### src/rtl/st_decoder_if.sv
// Shared types and stream interfaces for the packet decoder.
// The package comes first so both interfaces and the decoder can use its types.
package st_decoder_pkg;

  typedef enum logic [7:0] {
    MSG_NONE = 8'h00,
    MSG_UDP1 = 8'h01
  } msg_type_supported_t;

  typedef enum logic [1:0] {
    ERR_TYPE  = 2'd0,
    ERR_SHORT = 2'd1,
    ERR_NOSOP = 2'd2,
    ERR_LONG  = 2'd3
  } err_code_e;

  typedef struct packed {
    msg_type_supported_t msg_type;
    logic [31:0]         seq_num;
    logic                seq_num_avail;
    logic [15:0]         src_port;
    logic                src_port_avail;
    logic [15:0]         dst_port;
    logic                dst_port_avail;
    logic [15:0]         length;
    logic                length_avail;
  } fields_t;

endpackage

interface st_pkt_intf #(
  parameter int DATA_W = 64
);
  logic [DATA_W-1:0] data;
  logic              valid;
  logic              ready;
  logic              sop;
  logic              eop;

  modport master (output data, valid, sop, eop, input ready);
  modport slave  (input data, valid, sop, eop, output ready);
endinterface

interface st_intf;
  st_decoder_pkg::msg_type_supported_t data;
  logic                                valid;
  logic                                ready;

  modport master (output data, valid, input ready);
  modport slave  (input data, valid, output ready);
endinterface

### src/rtl/st_decoder.sv
// Receive-side udp_msg1 decoder: parses a serialized packet, extracts header
// fields with one-cycle avail strobes and presents the message type on a stream.
module st_decoder
  import st_decoder_pkg::*;
#(
  parameter int DATA_W    = 64,
  parameter int MAX_BEATS = 4
) (
  input  logic            clk,
  input  logic            rst,
  st_pkt_intf.slave       i_pkt_intf,
  st_intf.master          o_msg_type,
  output fields_t         o_fields,
  output logic            o_err,
  output logic [1:0]      o_err_code
);

  localparam int CNT_W = $clog2(MAX_BEATS + 1);
  localparam logic [CNT_W-1:0] LAST_BEAT = CNT_W'(MAX_BEATS - 1);

  typedef enum logic [1:0] {S_IDLE, S_BODY, S_DRAIN, S_WAIT} state_e;

  state_e              state_q, state_d;
  logic [CNT_W-1:0]    beat_cnt_q, beat_cnt_d;
  fields_t             fields_q, fields_d;
  logic [7:0]          dst_hi_q, dst_hi_d;
  logic                err_q, err_d;
  err_code_e           err_code_q, err_code_d;
  err_code_e           pend_q, pend_d;

  logic                pkt_ready;
  logic                msg_valid;
  msg_type_supported_t msg_data;
  logic                beat_acc;

  assign beat_acc = i_pkt_intf.valid && pkt_ready;

  // NOTE: sequential state uses non-blocking assignments only, so every
  // register samples the pre-edge values computed by the combinational logic.
  always_ff @(posedge clk) begin
    if (rst) begin
      state_q    <= S_IDLE;
      beat_cnt_q <= '0;
      fields_q   <= '0;
      dst_hi_q   <= '0;
      err_q      <= 1'b0;
      err_code_q <= ERR_TYPE;
      pend_q     <= ERR_TYPE;
    end else begin
      state_q    <= state_d;
      beat_cnt_q <= beat_cnt_d;
      fields_q   <= fields_d;
      dst_hi_q   <= dst_hi_d;
      err_q      <= err_d;
      err_code_q <= err_code_d;
      pend_q     <= pend_d;
    end
  end

  always_comb begin
    // NOTE: every variable gets a default first so no path leaves one
    // unassigned, which would otherwise infer a latch.
    state_d                 = state_q;
    beat_cnt_d              = beat_cnt_q;
    fields_d                = fields_q;
    fields_d.seq_num_avail  = 1'b0;
    fields_d.src_port_avail = 1'b0;
    fields_d.dst_port_avail = 1'b0;
    fields_d.length_avail   = 1'b0;
    dst_hi_d                = dst_hi_q;
    err_d                   = 1'b0;
    err_code_d              = err_code_q;
    pend_d                  = pend_q;

    if (beat_acc) begin
      unique case (state_q)
        S_IDLE, S_BODY: begin
          if (i_pkt_intf.sop) begin
            // A sop mid-packet abandons the old packet and restarts at beat 0.
            if (state_q == S_BODY) begin
              err_d      = 1'b1;
              err_code_d = ERR_SHORT;
            end
            if (i_pkt_intf.data[63:56] == MSG_UDP1) begin
              fields_d.msg_type       = MSG_UDP1;
              fields_d.seq_num        = i_pkt_intf.data[55:24];
              fields_d.seq_num_avail  = 1'b1;
              fields_d.src_port       = i_pkt_intf.data[23:8];
              fields_d.src_port_avail = 1'b1;
              dst_hi_d                = i_pkt_intf.data[7:0];
              beat_cnt_d              = CNT_W'(1);
              if (i_pkt_intf.eop) begin
                err_d      = 1'b1;
                err_code_d = ERR_SHORT;
                state_d    = S_IDLE;
              end else begin
                state_d = S_BODY;
              end
            end else if (i_pkt_intf.eop) begin
              err_d      = 1'b1;
              err_code_d = ERR_TYPE;
              state_d    = S_IDLE;
            end else begin
              pend_d  = ERR_TYPE;
              state_d = S_DRAIN;
            end
          end else if (state_q == S_IDLE) begin
            err_d      = 1'b1;
            err_code_d = ERR_NOSOP;
          end else begin
            if (beat_cnt_q == CNT_W'(1)) begin
              fields_d.dst_port       = {dst_hi_q, i_pkt_intf.data[63:56]};
              fields_d.dst_port_avail = 1'b1;
              fields_d.length         = i_pkt_intf.data[55:40];
              fields_d.length_avail   = 1'b1;
            end
            if (i_pkt_intf.eop) begin
              state_d = S_WAIT;
            end else if (beat_cnt_q == LAST_BEAT) begin
              pend_d  = ERR_LONG;
              state_d = S_DRAIN;
            end else begin
              beat_cnt_d = beat_cnt_q + CNT_W'(1);
            end
          end
        end
        S_DRAIN: begin
          if (i_pkt_intf.eop) begin
            err_d      = 1'b1;
            err_code_d = pend_q;
            state_d    = S_IDLE;
          end
        end
        default: ;
      endcase
    end

    if (state_q == S_WAIT && o_msg_type.ready) begin
      state_d = S_IDLE;
    end
  end

  always_comb begin
    pkt_ready = 1'b1;
    msg_valid = 1'b0;
    msg_data  = MSG_NONE;
    if (state_q == S_WAIT) begin
      pkt_ready = 1'b0;
      msg_valid = 1'b1;
      msg_data  = MSG_UDP1;
    end
  end

  assign i_pkt_intf.ready = pkt_ready;
  assign o_msg_type.valid = msg_valid;
  assign o_msg_type.data  = msg_data;
  assign o_fields         = fields_q;
  assign o_err            = err_q;
  assign o_err_code       = err_code_q;

endmodule

### src/flat_wrapper.sv
// flat-port wrapper written by rule: the top's interface ports become plain ports
module st_decoder_flat import st_decoder_pkg::*;
#(
  parameter int DATA_W    = 64,
  parameter int MAX_BEATS = 4
)
  (clk, rst, o_fields, o_err, o_err_code, i_pkt_intf_data, i_pkt_intf_valid, i_pkt_intf_sop, i_pkt_intf_eop, i_pkt_intf_ready, o_msg_type_data, o_msg_type_valid, o_msg_type_ready);
  st_pkt_intf #(.DATA_W(DATA_W)) i_pkt_intf_i ();
  st_intf o_msg_type_i ();
  input  logic clk;
  input  logic rst;
  output fields_t o_fields;
  output logic o_err;
  output logic [1:0] o_err_code;
  input wire logic [$bits(i_pkt_intf_i.data)-1:0] i_pkt_intf_data;
  input wire logic [$bits(i_pkt_intf_i.valid)-1:0] i_pkt_intf_valid;
  input wire logic [$bits(i_pkt_intf_i.sop)-1:0] i_pkt_intf_sop;
  input wire logic [$bits(i_pkt_intf_i.eop)-1:0] i_pkt_intf_eop;
  output wire logic [$bits(i_pkt_intf_i.ready)-1:0] i_pkt_intf_ready;
  output wire logic [$bits(o_msg_type_i.data)-1:0] o_msg_type_data;
  output wire logic [$bits(o_msg_type_i.valid)-1:0] o_msg_type_valid;
  input wire logic [$bits(o_msg_type_i.ready)-1:0] o_msg_type_ready;
  assign i_pkt_intf_i.data = i_pkt_intf_data;
  assign i_pkt_intf_i.valid = i_pkt_intf_valid;
  assign i_pkt_intf_i.sop = i_pkt_intf_sop;
  assign i_pkt_intf_i.eop = i_pkt_intf_eop;
  assign i_pkt_intf_ready = i_pkt_intf_i.ready;
  assign o_msg_type_data = o_msg_type_i.data;
  assign o_msg_type_valid = o_msg_type_i.valid;
  assign o_msg_type_i.ready = o_msg_type_ready;
  st_decoder #(.DATA_W(DATA_W), .MAX_BEATS(MAX_BEATS)) u_core (.clk(clk), .rst(rst), .i_pkt_intf(i_pkt_intf_i), .o_msg_type(o_msg_type_i), .o_fields(o_fields), .o_err(o_err), .o_err_code(o_err_code));
endmodule
### config.mk
export PLATFORM = sky130hd
export DESIGN_NAME = st_decoder_flat
export DESIGN_NICKNAME = d
export VERILOG_FILES = /design/src/rtl/st_decoder_if.sv /design/src/rtl/st_decoder.sv /design/src/flat_wrapper.sv
export SDC_FILE = /design/constraint.sdc
export NUM_CORES = 1
export LEC_CHECK = 0
export BUFFER_PORTS_ARGS = -buffer_cell sky130_fd_sc_hd__buf_2
export CAP_MARGIN = 0
export CORE_ASPECT_RATIO = 1.5
export CORE_MARGIN = 2
export CORE_UTILIZATION = 42
export CTS_CLUSTER_DIAMETER = 120
export DETAILED_ROUTE_END_ITERATION = 10
export PLACE_DENSITY = 0.82
export SYNTH_ARGS = -nofsm -noshare
export SYNTH_HDL_FRONTEND = slang
export SYNTH_SLANG_ARGS = --single-unit
### constraint.sdc
create_clock -name clk -period 1.5 [get_ports clk]
set_input_delay 0 -clock clk [delete_from_list [all_inputs] [get_ports clk]]
set_output_delay 0 -clock clk [all_outputs]
set_load 0.02 [all_outputs]
After elaboration in Yosys (flattened, before gate mapping)
Index checks and enable logic that the tools add are counted.
{"block": "op_classes", "n_reduce_logical": 16, "n_bitwise": 5, "n_mux": 39, "add_sub_neg": 1, "n_eq_ne": 15}
{"op": "2-to-1 mux 2 bit", "n": 20}
{"op": "2-to-1 mux 18 bit", "n": 2}
{"op": "2-to-1 mux 3 bit", "n": 5}
{"op": "AND reduction 6 bit", "n": 2}
{"op": "inequality test 2 bit (second input constant)", "n": 5}
{"op": "AND reduction 5 bit", "n": 2}
{"op": "2-to-1 mux 1 bit", "n": 9}
{"op": "== test 8 x 1 -> 1 bit (second input constant)", "n": 1}
{"op": "one-hot mux 2 bit (2 select lines)", "n": 2}
{"op": "AND reduction 4 bit", "n": 2}
{"op": "OR reduction 2 bit", "n": 3}
{"op": "inverter 1 bit", "n": 5}
{"op": "OR reduction 5 bit", "n": 1}
{"op": "== test 2 bit (second input constant)", "n": 2}
{"op": "inequality test 4 x 3 -> 1 bit (second input constant)", "n": 1}
{"op": "nonzero test 2 bit", "n": 2}
{"op": "OR reduction 4 bit", "n": 1}
{"op": "adder 3 x 1 -> 3 bit (second input constant)", "n": 1}
{"op": "== test 3 x 1 -> 1 bit (second input constant)", "n": 1}
{"op": "== test 3 x 2 -> 1 bit (second input constant)", "n": 1}
{"op": "inequality test 3 x 2 -> 1 bit (second input constant)", "n": 1}
{"op": "inequality test 3 bit (second input constant)", "n": 1}
{"op": "== test 2 x 1 -> 1 bit (second input constant)", "n": 1}
{"op": "logical AND 1 bit", "n": 2}
{"op": "3 further kinds", "n": 3}
{"block": "totals", "input_bits": 70, "wordCells": 91, "regBits": 103, "out_inout_bits": 105}

Depth between registers and ports, before layout
{"block": "logic_depth", "word_depth": 6, "mapped_depth": 7, "ltp_nobuf": 6}

Worst setup path after synthesis
OpenSTA, ideal clock, no wires.
{"block": "synth_timing", "kind": "register to register", "startpoint": "reg u_core.beat_cnt_q[0]", "endpoint": "reg u_core.beat_cnt_q[0]", "synth_period_minus_slack_ns": 1.624, "path_buffers": 0, "required_ns": 1.384, "setup_ns": 0.116, "stages_incl_launch_ff": 7, "t_arrival_ns": 1.508, "path_slack_ns": -0.124, "path_cell_list": "dfxtp_1 -> ha_1 -> ha_1 -> nor2_1 -> o21ai_0 -> or4b_1 -> o211a_1"}
{"block": "synth_between", "elab_chain_cells": 5, "elab_cells_between_ends": 8, "cone_classes": "add/sub (1); eq/ne (2); mux (4); reduce/logical (1)"}
{"element": "start, declared", "line_no": "st_decoder.sv:24", "rtl": "logic [CNT_W-1:0] beat_cnt_q, beat_cnt_d;"}
{"element": "start signal, assigned", "line_no": "st_decoder.sv:51", "rtl": "beat_cnt_q <= beat_cnt_d;"}
{"element": "adder 3 x 1 -> 3 bit", "line_no": "st_decoder.sv:123", "rtl": "beat_cnt_d = beat_cnt_q + CNT_W'(1);"}
{"element": "2-to-1 mux 3 bit", "line_no": "st_decoder.sv:119", "rtl": "end else if (beat_cnt_q == LAST_BEAT) begin"}
{"element": "2-to-1 mux 3 bit", "line_no": "st_decoder.sv:117", "rtl": "if (i_pkt_intf.eop) begin"}
{"element": "2-to-1 mux 3 bit", "line_no": "st_decoder.sv:107", "rtl": "end else if (state_q == S_IDLE) begin"}
{"element": "2-to-1 mux 3 bit", "line_no": "st_decoder.sv:78", "rtl": "if (i_pkt_intf.sop) begin"}
Parallel ways exist; a longest one is shown, timed or not. The select of a mux whose other input is x is not followed.
A chain may end at the register's enable or synchronous reset.

Worst setup path after layout
{"block": "layout_timing", "startpoint": "reg u_core.beat_cnt_q[0]", "endpoint": "reg u_core.beat_cnt_q[1]"}
The elaborated chain is that of the path after synthesis.

==> results.ini <==
[run_status]
status = finished, violations left
violations = setup timing

[clocking]
path_clk_slew_ps = 60
root_buffer = clkbuf_16
insertion_delay_ps = 330
cts_buffers = 9
h-tree-depth = 3
cts_max_path_buffers = 2
clock_sinks = 100
cts_tree = done

[logic_synthesis]
synth_top_area_cell = dfxtp_1
yosys.cell_types.count = 34
seq_area_frac_synth_pct = 51.2
ys_async_sr_fraction_pct = 0
synth_top_area_share_pct = 51.2
synth_xor_xnor_area_share_pct = 0.224
synth_edf_count = 0
synthTopCellsByArea = dfxtp_1 (51%), nand2_1 (18%), a21oi_1 (12%), buf_4 (3.3%), buf_2 (1.8%)
yosys_warnings = 0
synth_top_family_by_area = simple AND/OR/NAND/NOR gates
yosys.area_share.adder_pct = 0.959
syn_avg_cell_area_um2 = 7.84
synth_cells = 499
ys_ff_latch = 100
synth_compound_area_share_pct = 15.5
synthSimpleGateAreaFrac_pct = 23.6
synthMuxAreaShare_pct = 0
synth_flop_cell = dfxtp_1
syn_area_mm2 = 0.00391

[worst_setup_path]
path_class = reg2reg
critPathCaptureType = flip-flop
startpoint_type = flip-flop
critPathRequiredTime_ps = 1750
critPathArrivalTime_ps = 1840
crit_path_max_fanout = 3

[finish]
drive_above_1_share_pct = 29.6
instances_no_fill = 836
nets = 792
final_common_cell = nand2_1
diodes = 0
final_area_mm2 = 0.00587
syn_to_final_growth_pct = 50.0
layout_common_cells = nand2_1 (183), buf_2 (159), dfxtp_1 (97)
nFillCells = 748

[power_and_ir_drop]
ir_drop_v = 0.000731
leakagePower_uw = 0.00254
power_density_mw_per_mm2 = 903

[routing]
wl_per_cell_um = 14.0
first_iter_violations = 212
post-route-drc-count = 0
vias = 4171
routed_wl_um = 11700
avgViaCountPerCell = 4.99
first_pass_iters = 4
ant_nets = 0

[sta]
rsz0062_at_grt = yes
finalSetupViolCount = 3
postLayoutSetupSlackWorst_ps = -87.7
max_clock_freq_mhz = 630
skew_ps = 4.09
worst_slew_pin_slew_ps = 512
max_slew_margin_pct = 65.9
final_max_slew_viol_count = 0
fin_tns_setup_ps = -213
final_hold_viol_count = 0
period_minus_slack_ps = 1590
finalCritPeriodShare_pct = 106

[job]
drv_cap = 0

[floorplanning]
core_mm2 = 0.00915
start_util_pct = 42.8
ios = 175
dieArea_mm2 = 0.0101
fp.dieW_um = 82.8
die_h_um = 122
num_rows = 43

[global_route]
grt_max_degree = 56
grt_usage_pct = 22.1
grt_pass1_vias = 3864
antenna_found_initial = 0
grt_pass1_wl_um = 18100
overflow = 0

[hold_path]
worstHoldPathType = in2reg

[place]
dp_hpwl_um = 7230
place_area_mm2 = 0.00481
gp_congestion = 0.846
dp.cells = 748
port_buffers = 160

[synth_stat cells, drive strengths merged, types with 2 or more instances]
cell type / number
and3b: 2
nand2: 183
clkbuf: 18
nand3: 3
nor3: 2
buf: 35
ha: 3
and4: 2
inv: 6
or3: 3
nor2: 12
nand4: 3
a31oi: 2
o21ai: 9
a21oi: 96
o22ai: 3
nand2b: 2
a211oi: 2
dfxtp: 100
[what timing repair did]
action | CTS | global route
resized for setup | 7 | 12
endpoints found under the hold margin | 84 | 0
buffers inserted | 3 | 3
cloned | 0 | 0
endpoints found under the setup margin | 7 | 78
pin swaps | 6 | 5
hold buffers | 66 | 0
[kinds of logic after synthesis]
family | Yosys count
buffers and inverters | 59
flip-flops | 100
other | 1
XOR/XNOR | 1
AO/OA/AOI/OAI | 116
AND/OR/NAND/NOR | 219
adder cells (fa/ha/maj) | 3
[through the flow]
stage / total power [µW] / setup WS [ps] / utilization, % / hold WS, ps
2_1_floorplan: 2900 / -54.0 / - / 97.0
3_3_place_gp: 3010 / -45.8 / 52.6 / 240
3_5_place_dp: 3010 / -97.0 / 52.6 / 246
4_1_cts: 5340 / -47.9 / 63.6 / 81.7
5_1_grt: 5500 / -136 / 64.2 / 109
6_report: 5300 / -87.7 / 64.2 / 96.0
[layout make-up]
cell class | count | area, µm² | area share (%)
repair buffers | 249 | 1720 | 29.4
flip-flops and latches | 100 | 2010 | 34.2
inverters | 6 | 22.5 | 0.384
well taps | 112 | 140 | 2.39
clock inverters | 3 | 20.0 | 0.341
clock buffers | 13 | 270 | 4.60
multi-input cells | 353 | 1690 | 28.8
[metal layers]
layer | GRT usage, % | part of all wire, %
met5 | 0 | 0
met4 | 10.0 | 2.4
met3 | 5.04 | 5.1
met2 | 40.5 | 54
met1 | 24.2 | 39
[worst max-delay path, cell delays in order, from the launching register on]
cell      delay, ps
dfxtp_2         340
ha_4            160
ha_4            160
nor2_4           90
buf_6           110
o211ai_1        130
or3_4           370
a21oi_2         150
[final timing paths]
check / from / to / slack (ps) / depth (start not counted)
min: i_pkt_intf_sop / u_core.state_q[0] / 100 / 3
max reg2reg: u_core.beat_cnt_q[0] / u_core.beat_cnt_q[1] / -90 / 7
max: u_core.beat_cnt_q[0] / u_core.beat_cnt_q[1] / -90 / 7
min reg2reg: u_core.o_fields[6] / u_core.o_fields[6] / 450 / 2
[flip-flops by register name, indices dropped and copies added, names as in the netlist]
signal / cells
u_core.o_fields: 83
u_core.dst_hi_q: 8
u_core.beat_cnt_q: 3
u_core.o_err_code: 2
u_core.state_q: 2
u_core.o_err: 1
u_core.pend_q: 1
[power by group]
part	switching, µW	internal, µW
Sequential	5.01	2660
Clock	925	1260
Combinational	213	235
Note: power is estimated with default switching activity, not from simulation.
